### src/rtl/stopwatch_mode_ctrl.sv
// Stopwatch mode controller.
// Conditions three raw front-panel inputs (synchronise, then debounce), turns
// the pause button into single press events, runs the RUN / PAUSED / ADJ_SEC /
// ADJ_MIN mode FSM, and produces the counter increment strobe and the display
// blink enable from a free-running 1 Hz / 2 Hz divider.

// ---------------------------------------------------------------------------
// One input channel: 2-flop synchroniser followed by a stability debouncer.
// The debounced level only follows the synchronised level after it has
// disagreed for DB_CYCLES consecutive edges; any agreeing edge restarts the wait.
// ---------------------------------------------------------------------------
module stopwatch_debounce #(
  parameter int DB_CYCLES = 1000000
) (
  input  logic clk,
  input  logic rst,
  input  logic raw,
  output logic level
);

  localparam int              DB_W    = (DB_CYCLES > 1) ? $clog2(DB_CYCLES) : 1;
  localparam logic [DB_W-1:0] DB_LAST = DB_W'(DB_CYCLES - 1);

  logic            sync_meta;
  logic            sync_q;
  logic [DB_W-1:0] stable_cnt;

  // Bring the asynchronous input into the clk domain.
  always_ff @(posedge clk or negedge rst) begin
    if (!rst) begin
      sync_meta <= 1'b0;
      sync_q    <= 1'b0;
    end else begin
      // NOTE: non-blocking assignments make both flops sample the old values
      // on the same edge, so this really is a two-stage shift and not a wire.
      sync_meta <= raw;
      sync_q    <= sync_meta;
    end
  end

  // Accept the new level only after it has been stable for DB_CYCLES edges.
  always_ff @(posedge clk or negedge rst) begin
    if (!rst) begin
      stable_cnt <= '0;
      level      <= 1'b0;
    end else if (sync_q == level) begin
      stable_cnt <= '0;
    end else if (stable_cnt == DB_LAST) begin
      stable_cnt <= '0;
      level      <= sync_q;
    end else begin
      stable_cnt <= stable_cnt + DB_W'(1);
    end
  end

endmodule

// ---------------------------------------------------------------------------
// Top level.
// ---------------------------------------------------------------------------
module stopwatch_mode_ctrl #(
  parameter int ONE_HZ_DIV = 100000000,
  parameter int DB_CYCLES  = 1000000
) (
  input  logic clk,
  input  logic rst,
  input  logic btn_pause,
  input  logic sw_adj,
  input  logic sw_sel,
  output logic regular_mode,
  output logic pause_mode,
  output logic adjust_seconds_mode,
  output logic adjust_minutes_mode,
  output logic inc_en,
  output logic blink
);

  localparam int               DIV_W    = (ONE_HZ_DIV > 1) ? $clog2(ONE_HZ_DIV) : 1;
  localparam logic [DIV_W-1:0] DIV_LAST = DIV_W'(ONE_HZ_DIV - 1);
  localparam logic [DIV_W-1:0] DIV_HALF = DIV_W'(ONE_HZ_DIV / 2 - 1);

  typedef enum logic [1:0] {
    ST_RUN,
    ST_PAUSED,
    ST_ADJ_SEC,
    ST_ADJ_MIN
  } state_t;

  // Conditioned input levels.
  logic db_pause;
  logic db_adj;
  logic db_sel;

  // Event stage feeding the FSM.
  logic pause_prev;
  logic press_q;
  logic adj_q;
  logic sel_q;

  // Tick divider.
  logic [DIV_W-1:0] div_cnt;
  logic             tick_1hz;
  logic             tick_2hz;

  // Mode FSM.
  state_t state_q;
  state_t resume_q;
  state_t state_nxt;
  logic   in_adj;
  logic   nxt_adj;

  stopwatch_debounce #(.DB_CYCLES(DB_CYCLES)) u_db_pause (
    .clk   (clk),
    .rst   (rst),
    .raw   (btn_pause),
    .level (db_pause)
  );

  stopwatch_debounce #(.DB_CYCLES(DB_CYCLES)) u_db_adj (
    .clk   (clk),
    .rst   (rst),
    .raw   (sw_adj),
    .level (db_adj)
  );

  stopwatch_debounce #(.DB_CYCLES(DB_CYCLES)) u_db_sel (
    .clk   (clk),
    .rst   (rst),
    .raw   (sw_sel),
    .level (db_sel)
  );

  // Register the switch levels and turn the button's rising edge into a
  // single-cycle press; all three reach the FSM on the same edge.
  always_ff @(posedge clk or negedge rst) begin
    if (!rst) begin
      pause_prev <= 1'b0;
      press_q    <= 1'b0;
      adj_q      <= 1'b0;
      sel_q      <= 1'b0;
    end else begin
      pause_prev <= db_pause;
      press_q    <= db_pause & ~pause_prev;
      adj_q      <= db_adj;
      sel_q      <= db_sel;
    end
  end

  // Free-running divider; mode changes never disturb its phase.
  always_ff @(posedge clk or negedge rst) begin
    if (!rst) begin
      div_cnt <= '0;
    end else if (div_cnt == DIV_LAST) begin
      div_cnt <= '0;
    end else begin
      div_cnt <= div_cnt + DIV_W'(1);
    end
  end

  assign tick_1hz = (div_cnt == DIV_LAST);
  assign tick_2hz = (div_cnt == DIV_HALF) | tick_1hz;

  assign in_adj  = (state_q == ST_ADJ_SEC) || (state_q == ST_ADJ_MIN);
  assign nxt_adj = (state_nxt == ST_ADJ_SEC) || (state_nxt == ST_ADJ_MIN);

  // Next-state selection: adjust switch first, then leaving adjust, then pause.
  always_comb begin
    // NOTE: the default assignment up front guarantees state_nxt is written on
    // every path, so no latch can be inferred.
    state_nxt = state_q;
    if (adj_q) begin
      state_nxt = sel_q ? ST_ADJ_SEC : ST_ADJ_MIN;
    end else if (in_adj) begin
      state_nxt = resume_q;
    end else if (press_q) begin
      state_nxt = (state_q == ST_RUN) ? ST_PAUSED : ST_RUN;
    end
  end

  // State, resume memory and all registered outputs.
  always_ff @(posedge clk or negedge rst) begin
    if (!rst) begin
      state_q             <= ST_RUN;
      resume_q            <= ST_RUN;
      regular_mode        <= 1'b1;
      pause_mode          <= 1'b0;
      adjust_seconds_mode <= 1'b0;
      adjust_minutes_mode <= 1'b0;
      inc_en              <= 1'b0;
      blink               <= 1'b0;
    end else begin
      state_q <= state_nxt;

      // Only a RUN/PAUSED -> ADJ entry records where to come back to;
      // hopping between the two adjust states keeps the saved mode.
      if (nxt_adj && !in_adj) begin
        resume_q <= state_q;
      end

      // Mode flags track the state register exactly, one-hot.
      regular_mode        <= (state_nxt == ST_RUN);
      pause_mode          <= (state_nxt == ST_PAUSED);
      adjust_seconds_mode <= (state_nxt == ST_ADJ_SEC);
      adjust_minutes_mode <= (state_nxt == ST_ADJ_MIN);

      // Qualified by the state before this edge; the self-mask keeps the
      // strobe single-cycle even for tiny divider settings.
      inc_en <= ~inc_en &
                (((state_q == ST_RUN) & tick_1hz) | (in_adj & tick_2hz));

      // Blink starts lit on entry, toggles at 2 Hz while adjusting.
      if (!nxt_adj) begin
        blink <= 1'b0;
      end else if (!in_adj) begin
        blink <= 1'b1;
      end else if (tick_2hz) begin
        blink <= ~blink;
      end
    end
  end

endmodule

### config.mk
export PLATFORM = sky130hd
export DESIGN_NAME = stopwatch_mode_ctrl
export DESIGN_NICKNAME = d
export VERILOG_FILES = /design/src/rtl/stopwatch_mode_ctrl.sv
export SDC_FILE = /design/constraint.sdc
export NUM_CORES = 1
export LEC_CHECK = 0
export BUFFER_PORTS_ARGS = -buffer_cell sky130_fd_sc_hd__buf_4
export CORE_UTILIZATION = 30
export CTS_CLUSTER_DIAMETER = 60
export DETAILED_ROUTE_END_ITERATION = 8
export PLACE_DENSITY = 0.53
export SLEW_MARGIN = 20
export SYNTH_ARGS = -nofsm -noshare
export SYNTH_HDL_FRONTEND = slang
export SYNTH_SLANG_ARGS = --single-unit
export TNS_END_PERCENT = 5
### constraint.sdc
create_clock -name clk -period 1.8 [get_ports clk]
set_input_delay 0.36 -clock clk [delete_from_list [all_inputs] [get_ports clk]]
set_output_delay 0.36 -clock clk [all_outputs]
set_load 0.05 [all_outputs]
==> flow_metrics.env, run 1 <==
export IMPL_status="completed"
export IMPL_path_class="flop to flop"
export IMPL_worst_path_buf_inv=2
export IMPL_yosys_warnings=0
export IMPL_drv_cap=0
export IMPL_holdWs_ps=118
export IMPL_ys_seq_elements=110
export IMPL_pwr_share_seq=0.510
export IMPL_fin_crit_sh=0.956
export IMPL_async_flop_share=1.00
export IMPL_ys_dominant_reg_cell="dfrtp_1"
export IMPL_multi_input_area_um2=2270
export IMPL_drive_above_1_share=0.174
export IMPL_io_buffers=10
export IMPL_overflow=0
export IMPL_worstPathRequired_ps=2040
export IMPL_fin_util=0.371
export IMPL_ant_nets=0
export IMPL_area_growth_syn_to_layout_pct=20.9
export IMPL_remaining_drc_errors=0
export IMPL_syn_nets=497
export IMPL_crit_start="div_cnt[17]"
export IMPL_wl_um=9310
export IMPL_slew_headroom=0.720
export IMPL_worstReg2RegEnd="div_cnt[15]"
export IMPL_pwr_share_clk=0.459
export IMPL_irDropWorstVdd_uv=674
export IMPL_worstMarginPinSlew_ps=416
export IMPL_grt_max_degree=37
export IMPL_reg2regPathDepth=6
export IMPL_r2r_start="div_cnt[17]"
export IMPL_syn_inst=488
export IMPL_fin_nets=550
export IMPL_num_rows=47
export IMPL_wl_per_cell_um=12.2
export IMPL_fill_cells=1644
export IMPL_comb_power_share=0.031
export IMPL_ys_seq_area_frac=0.540
export IMPL_cts_tree="yes"
export IMPL_netlist_area_leader_share=0.535
export IMPL_initial_core_util=0.307
export IMPL_p_leak_nw=2.80
export IMPL_netlist_area_um2=5100
export IMPL_slew_viol_final=0
export IMPL_rsz0062_at_grt="yes"
export IMPL_slowest_stage="dfrtp_1"
export IMPL_crit_path_frequent_cell="buf_4"
export IMPL_io_pin_count=11
export IMPL_p_per_area_nw_per_um2=799
export IMPL_critPathLaunchType="flop"
export IMPL_dieWidth_um=132
export IMPL_clk_path_buf_depth=2
export IMPL_crit_family="simple AND/OR/NAND/NOR gates"
export IMPL_clock_fmax_mhz=581
export IMPL_dp_hpwl_um=6480
export IMPL_synth_area_per_cell_um2=10.4
export IMPL_first_pass_iters=4
export IMPL_clk_pin_slew_ps=70
export IMPL_root_buffer="clkbuf_16"
export IMPL_clock_skew_final_ps=7.26
export IMPL_ys_types=44
export IMPL_path_depth=6
export IMPL_die_area_um2=17500
export IMPL_worstPathCellList="nor4_1, nand2_1, nor4_4, buf_4, buf_4, nor2_1"
export IMPL_vias=3490
export IMPL_crit_arrival_ps=1960
export IMPL_hp_class="input port to flop"
export IMPL_grt_pass1_vias=3485
export IMPL_yosysTopAreaCell="dfrtp_1"
export IMPL_drt_initial_drc_count=80
export IMPL_p_sw_mw=0.972
export IMPL_synth_edf_count=0
export IMPL_rrSetupSlack_ps=80
export IMPL_swShare=0.198
export IMPL_cp_end_kind="flop"
export IMPL_min_from="sw_sel"
export IMPL_critPathMaxStageDelay_ps=400
export IMPL_antenna_found_initial=0
export IMPL_die_y_um=132
export IMPL_core_um2=16600
export IMPL_internal_power_mw=3.95
export IMPL_ff_latch_area_um2=2750
export IMPL_via_per_inst=4.56
export IMPL_clk_latency_ps=350
export IMPL_cts_sinks=110
export IMPL_hold_violations=0
export IMPL_numCtsBuffers=9
export IMPL_place_gp_congestion=0.762
export IMPL_report_final_setup_viol=0
export IMPL_crit_end="div_cnt[15]"
export IMPL_grt_pass1_wl_um=16200
export IMPL_crit_fanout=5
export IMPL_period_needed_ps=1720
export IMPL_setup_tns_ps=0
export IMPL_diodes=0
export IMPL_ys_top_cells_by_area="dfrtp_1, xor2_1, nor2_1, xnor2_1, nand3_1"
export IMPL_gr_usage_all_layers=0.115
export IMPL_htree_levels=3
==> power groups by stage <==
| stage | logic [mW] | registers, mW | clock network, mW |
|---|---|---|---|
| floorplan | 0.0508 | 2.56 | 0 |
| global placement | 0.154 | 2.56 | 0 |
| detailed placement | 0.156 | 2.56 | 0 |
| CTS | 0.158 | 2.51 | 2.33 |
| global route | 0.179 | 2.51 | 2.43 |
| finish | 0.152 | 2.51 | 2.26 |
==> cell type report <==
type,count,share of cell area
sequential,110,0.447
multi-input combinational,353,0.368
timing repair buffer,55,0.0776
tap,220,0.0447
clock buffer,12,0.0400
clock inverter,4,0.0154
inverter,12,0.00731
==> metrics by stage <==
step	power, mW	instances	worst slack (ps)	area, um^2
6_report	4.92	766	78.4	6160
5_1_grt	5.13	766	-60.0	6160
4_1_cts	5.00	766	10.4	6130
3_5_place_dp	2.71	747	-42.8	5750
3_3_place_gp	2.71	747	3.54	5750
2_1_floorplan	2.61	488	33.7	5100
==> how the worst min path moves through the flow <==
stage | endpoint | slack (ps) | cells after the start
2_1_floorplan | adj_q | 60 | 0
3_3_place_gp | u_db_pause.stable_cnt[8] | 300 | 1
3_5_place_dp | u_db_pause.stable_cnt[8] | 300 | 1
4_1_cts | u_db_sel.sync_meta | 100 | 1
5_1_grt | u_db_pause.sync_meta | 100 | 1
6_report | u_db_sel.sync_meta | 120 | 1
==> cells by family after synthesis <==
logic type	Yosys count	synth area share
AND/OR/NAND/NOR	251	0.261
flip-flops	110	0.540
XOR/XNOR	82	0.141
buffers and inverters	25	0.0238
AO/OA/AOI/OAI	12	0.0155
multiplexers	4	0.00884
adder cells (fa/ha/maj)	4	0.00982
==> cells in the mapped netlist (2+ instances only) <==
library cell	count
a21oi_1	5
and2_1	6
and3_1	16
and4_1	4
and4_2	2
buf_2	7
buf_6	2
clkbuf_1	3
dfrtp_1	109
ha_1	4
inv_1	12
mux2_2	4
nand2_1	26
nand2b_1	4
nand3_1	37
nand3b_1	2
nand4_1	20
nor2_1	95
nor2b_1	3
nor3_1	9
nor4_1	13
nor4_4	2
nor4b_1	2
xnor2_1	35
xor2_1	47
==> placed cells by master, fill, tap and decap left out, types with 2 or more instances in the layout <==
cell,count
a21oi_1,5
and2_1,6
and3_1,15
and4_1,4
and4_2,2
buf_12,5
buf_4,49
bufinv_16,3
clkbuf_1,2
clkbuf_16,9
dfrtp_1,109
ha_1,3
inv_1,12
mux2_2,4
nand2_1,26
nand2b_1,4
nand3_1,37
nand3b_1,2
nand4_1,20
nor2_1,95
nor2b_1,3
nor3_1,9
nor4_1,8
nor4_2,6
nor4_4,2
nor4b_2,2
xnor2_1,35
xor2_1,47
==> repair_timing <==
item	in CTS	in global routing
pin swaps	1	2
endpoints found under the setup margin	39	60
buffers inserted	2	0
hold buffers	1	0
hold endpoints to repair	23	0
cloned	0	0
resized for setup	3	6
==> registers in the layout, summed over array words and instances, names as in the netlist, 2 cells and up <==
register,flops
state_q,2
u_db_sel.stable_cnt,20
div_cnt,27
u_db_adj.stable_cnt,20
resume_q,2
u_db_pause.stable_cnt,20
==> layer usage <==
layer / track usage / part of all wire
met5: 0 / 0
met1: 0.151 / 0.49
met2: 0.185 / 0.47
met3: 0.0219 / 0.022
met4: 0.0543 / 0.018
No activity file was read; power rests on OpenSTA's default activity.
==> inputs of run 2 (changes only) <==
- CTS_BUF_LIST: not set -> sky130_fd_sc_hd__clkbuf_4
==> run 2 against run 1 <==
Critical path type unchanged; critical endpoint unchanged; global-route usage about the same; clock skew up 17 ps; via count up 1.3%; final area down 1.6%; setup slack worse by 17 ps; sequential cell count unchanged.
==> flow_metrics.env, run 2 (same netlist as run 1, synthesis figures left out) <==
export IMPL_critPathMaxStageDelay_ps=430
export IMPL_drive_above_1_share=0.178
export IMPL_ant_nets=0
export IMPL_via_per_inst=4.59
export IMPL_cts_sinks=110
export IMPL_root_buffer="clkbuf_4"
export IMPL_multi_input_area_um2=2290
export IMPL_hold_violations=0
export IMPL_placed_area_um2=5750
export IMPL_crit_family="simple AND/OR/NAND/NOR gates"
export IMPL_cp_end_kind="flop"
export IMPL_p_leak_nw=2.75
export IMPL_slew_viol_final=0
export IMPL_p_per_area_nw_per_um2=692
export IMPL_wl_um=9320
export IMPL_drv_cap=0
export IMPL_numCtsBuffers=9
export IMPL_initial_core_util=0.307
export IMPL_num_rows=47
export IMPL_fin_nets=554
export IMPL_hp_class="input port to asynchronous set/reset pin"
export IMPL_overflow=0
export IMPL_worst_path_buf_inv=2
export IMPL_first_pass_iters=4
export IMPL_crit_path_frequent_cell="buf_4"
export IMPL_irDropWorstVdd_uv=439
export IMPL_regMostFlops="div_cnt"
export IMPL_area_growth_syn_to_layout_pct=19.0
export IMPL_die_y_um=132
export IMPL_io_pin_count=11
export IMPL_power_total_mw=4.19
export IMPL_holdWs_ps=311
export IMPL_path_class="flop to flop"
export IMPL_core_um2=16600
export IMPL_diodes=0
export IMPL_grt_max_degree=37
export IMPL_gr_usage_all_layers=0.116
export IMPL_slew_headroom=0.721
export IMPL_fin_crit_sh=0.966
export IMPL_largest_reg_flops=27
export IMPL_worstPathRequired_ps=2180
export IMPL_layout_commonest_cell="dfrtp_1"
export IMPL_place_gp_congestion=0.762
export IMPL_period_needed_ps=1740
export IMPL_grt_pass1_vias=3524
export IMPL_ff_latch_area_um2=2750
export IMPL_critPathLaunchType="flop"
export IMPL_status="completed"
export IMPL_die_area_um2=17500
export IMPL_worstMarginPinSlew_ps=415
export IMPL_vias=3537
export IMPL_clk_path_buf_depth=2
export IMPL_clk_pin_slew_ps=150
export IMPL_r2r_start="div_cnt[17]"
export IMPL_antenna_found_initial=0
export IMPL_cts_tree="yes"
export IMPL_remaining_drc_errors=0
export IMPL_dieWidth_um=132
export IMPL_wl_per_cell_um=12.1
export IMPL_final_area_um2=6060
export IMPL_clock_skew_final_ps=24.1
export IMPL_final_cell_mix="dfrtp_1, nor2_1, buf_4"
export IMPL_grt_pass1_wl_um=16400
export IMPL_crit_start="div_cnt[17]"
export IMPL_rsz0062_at_grt="yes"
export IMPL_slowest_stage="dfrtp_1"
export IMPL_clock_fmax_mhz=575
export IMPL_report_final_setup_viol=0
export IMPL_crit_fanout=5
export IMPL_fill_cells=1675
export IMPL_worstPathCellList="nor4_1, nand2_1, nor4_4, buf_4, buf_4, nor2_1"
export IMPL_dp_hpwl_um=6480
export IMPL_htree_levels=3
export IMPL_clk_latency_ps=480
export IMPL_io_buffers=10
export IMPL_crit_arrival_ps=2120
export IMPL_drt_initial_drc_count=97
[run 2: cell count changes in the layout (fill, tap and decap cells not counted)]
cell	change
buf_4	+1
clkbuf_1	-2
clkbuf_16	-9
clkbuf_4	+11
clkbuf_8	-1
clkinv_1	+1
dlygate4sd3_1	+3
ha_2	-1
ha_4	+1
nor4_1	-1
nor4_4	+1
[run 2: worst reg2reg max path, cell delays in order, from the launching register on]
cell,delay [ps]
dfrtp_1,430
nor4_1,360
nand2_1,190
nor4_4,320
buf_4,180
buf_4,130
nor2_1,50
[run 2: layout make-up]
type	instances	area share
clock buffer	11	0.0136
multi-input combinational	353	0.378
timing repair buffer	59	0.0850
sequential	110	0.454
inverter	12	0.00743
clock inverter	5	0.0163
tap	220	0.0454
[run 2: per-stage QoR]
| step | cells | util | setup TNS (ps) | setup WS (ps) |
|---|---|---|---|---|
| final | 770 | 0.366 | 0 | 60.9 |
| after global routing | 770 | 0.366 | -130 | -72.4 |
| after CTS | 769 | 0.362 | 0 | 14.6 |
| after detailed placement | 747 | 0.347 | -574 | -42.8 |
| after global placement | 747 | 0.347 | 0 | 3.54 |
| after floorplan | 488 | - | 0 | 33.7 |
[run 2: final timing paths]
| check | to | cells past startpoint | slack (ps) |
|---|---|---|---|
| worst min register to register | u_db_sel.sync_q | 0 | 370 |
| min in group clk | u_db_sel.sync_q | 0 | 370 |
| worst max register to register | div_cnt[15] | 6 | 60 |
| worst min-delay path | u_db_pause.stable_cnt[8] | 2 | 310 |
| worst max-delay path | div_cnt[15] | 6 | 60 |
| max in group asynchronous | u_db_adj.stable_cnt[18] | 3 | 890 |
[run 2: power by group]
group / switching (mW) / total (mW) / internal [mW]
logic: 0.0966 / 0.162 / 0.0652
clock network: 0.789 / 1.52 / 0.729
registers: 0.0184 / 2.51 / 2.50
total: 0.904 / 4.19 / 3.29
[run 2: layer usage]
layer	up-vias	wire length, um	part of all wire	GRT usage
met4	0	165	0.018	0.0524
met3	13	248	0.027	0.0219
met2	36	4410	0.47	0.187
li1	1758	-	-	-
met1	1730	4490	0.48	0.151
met5	-	0	0	0
[run 2: timing repair]
| action | 4_1_cts | 5_1_grt |
|---|---|---|
| pin swaps | 1 | 3 |
| hold buffers | 4 | 0 |
| hold endpoints to repair | 26 | 0 |
| setup buffers | 2 | 1 |
| gates resized for setup | 4 | 8 |
| setup endpoints to repair | 39 | 61 |
==> inputs of run 3 (changes only) <==
- REMOVE_ABC_BUFFERS: not set -> 1
==> run 3 against run 2 <==
Register-to-register slack about the same; clock power shrank 17%; via count is 1.1% lower; combinational power rose by 6%; utilization is 0.30 points lower; sequential power about the same; sequential share of layout area increased by 0.40 points; non-clock buffer count shrank 1; final area fell by 0.83%; largest power group unchanged; first-iteration DRC count up 62%; sequential cell count is the same.
==> flow_metrics.env, run 3 (same netlist as run 1, synthesis figures left out) <==
export IMPL_status="completed"
export IMPL_initial_core_util=0.307
export IMPL_hp_class="input port to asynchronous set/reset pin"
export IMPL_crit_arrival_ps=2160
export IMPL_remaining_drc_errors=0
export IMPL_overflow=0
export IMPL_path_class="flop to flop"
export IMPL_p_per_area_nw_per_um2=655
export IMPL_gr_usage_all_layers=0.117
export IMPL_fin_util=0.363
export IMPL_via_per_inst=4.55
export IMPL_numCtsBuffers=9
export IMPL_final_cell_mix="dfrtp_1, nor2_1, xor2_1, buf_4, nand3_1"
export IMPL_hold_violations=0
export IMPL_setup_tns_ps=0
export IMPL_wl_per_cell_um=12.4
export IMPL_drv_cap=0
export IMPL_grt_pass1_wl_um=16500
export IMPL_dieWidth_um=132
export IMPL_rrSetupSlack_ps=50
export IMPL_place_gp_congestion=0.770
export IMPL_first_pass_iters=4
export IMPL_root_buffer="clkbuf_4"
export IMPL_p_leak_nw=2.71
export IMPL_htree_levels=3
export IMPL_crit_fanout=7
export IMPL_clock_fmax_mhz=572
export IMPL_place_ws_ps=-16.7
export IMPL_die_y_um=132
export IMPL_worstMarginPinSlew_ps=333
export IMPL_diodes=0
export IMPL_cts_sinks=110
export IMPL_setup_slack_ps=51.7
export IMPL_rsz0062_at_grt="yes"
export IMPL_die_area_um2=17500
export IMPL_io_buffers=10
export IMPL_area_growth_syn_to_layout_pct=18.0
export IMPL_irDropWorstVdd_uv=291
export IMPL_slew_viol_final=0
export IMPL_cp_end_kind="flop"
export IMPL_num_rows=47
export IMPL_numPlacedInstances=748
export IMPL_report_final_setup_viol=0
export IMPL_fin_nets=553
export IMPL_cts_tree="yes"
export IMPL_largest_reg_flops=27
export IMPL_power_total_mw=3.94
export IMPL_io_pin_count=11
export IMPL_wl_um=9500
export IMPL_final_area_um2=6010
export IMPL_clk_path_buf_depth=2
export IMPL_clk_latency_ps=480
export IMPL_finalNonFillerCells=769
export IMPL_antenna_found_initial=0
export IMPL_placed_area_um2=5760
export IMPL_worstPathRequired_ps=2210
export IMPL_clock_skew_final_ps=11.8
export IMPL_ant_nets=0
export IMPL_period_needed_ps=1750
export IMPL_layout_commonest_cell="dfrtp_1"
export IMPL_vias=3498
export IMPL_grt_max_degree=33
export IMPL_drt_initial_drc_count=157
export IMPL_grt_pass1_vias=3397
export IMPL_fin_crit_sh=0.971
export IMPL_regMostFlops="div_cnt"
export IMPL_holdWs_ps=295
export IMPL_core_um2=16600
export IMPL_drive_above_1_share=0.180
export IMPL_clk_pin_slew_ps=170
export IMPL_fill_cells=1709
export IMPL_slew_headroom=0.776
export IMPL_critPathLaunchType="flop"
export IMPL_dp_hpwl_um=6830
[run 3: changes by cell type in the layout (fill, tap and decap cells not counted), sizes merged]
cell,delta
clkinvlp,+3
bufinv,-2
clkbuf,-2
buf,-1
clkinv,+1
[run 3: layout make-up]
class	instances	area, um^2	area share
flip-flops and latches	110	2760	0.458
well taps	220	275	0.0458
clock inverters	7	75.1	0.0125
multi-input cells	353	2280	0.379
clock buffers	9	67.6	0.0112
inverters	12	45.0	0.00749
repair buffers	58	515	0.0857
[run 3: routing by layer]
layer  global-route usage  part of all wire  vias up  wire (um)
li1                     -                 -     1767          -
met2                0.182              0.46       30       4370
met5                    0                 0        -          0
met4               0.0243             0.010        0         95
met3               0.0392             0.028        8        269
met1                0.159              0.50     1693       4770
[run 3: worst max-delay path, cell delays in order (launching register included)]
cell,delay [ps]
dfrtp_1,420
ha_2,210
and3_4,220
nand4_2,160
nor4_4,300
buf_6,180
o21ai_2,60
a21oi_2,130
[run 3: final timing paths]
path,startpoint,to,cells past startpoint
max,div_cnt[0],inc_en,7
min reg2reg,u_db_pause.sync_meta,u_db_pause.sync_q,0
min,rst,u_db_adj.stable_cnt[12],2
max reg2reg,div_cnt[0],inc_en,7
min in group clk,u_db_pause.sync_meta,u_db_pause.sync_q,0
max in group asynchronous,rst,u_db_pause.stable_cnt[17],3
[run 3: report_power, final]
| part | switching, mW | internal, mW | total (mW) |
|---|---|---|---|
| sequential | 0.0153 | 2.50 | 2.51 |
| clock | 0.831 | 0.425 | 1.26 |
| combinational | 0.102 | 0.0695 | 0.171 |
[run 3: what timing repair did]
| item | 4_1_cts | 5_1_grt |
|---|---|---|
| endpoints found under the hold margin | 20 | 0 |
| endpoints found under the setup margin | 1 | 76 |
| hold buffers | 4 | 0 |
| resized for setup | 3 | 11 |
| setup buffers | 0 | 1 |
| pin swaps | 0 | 3 |
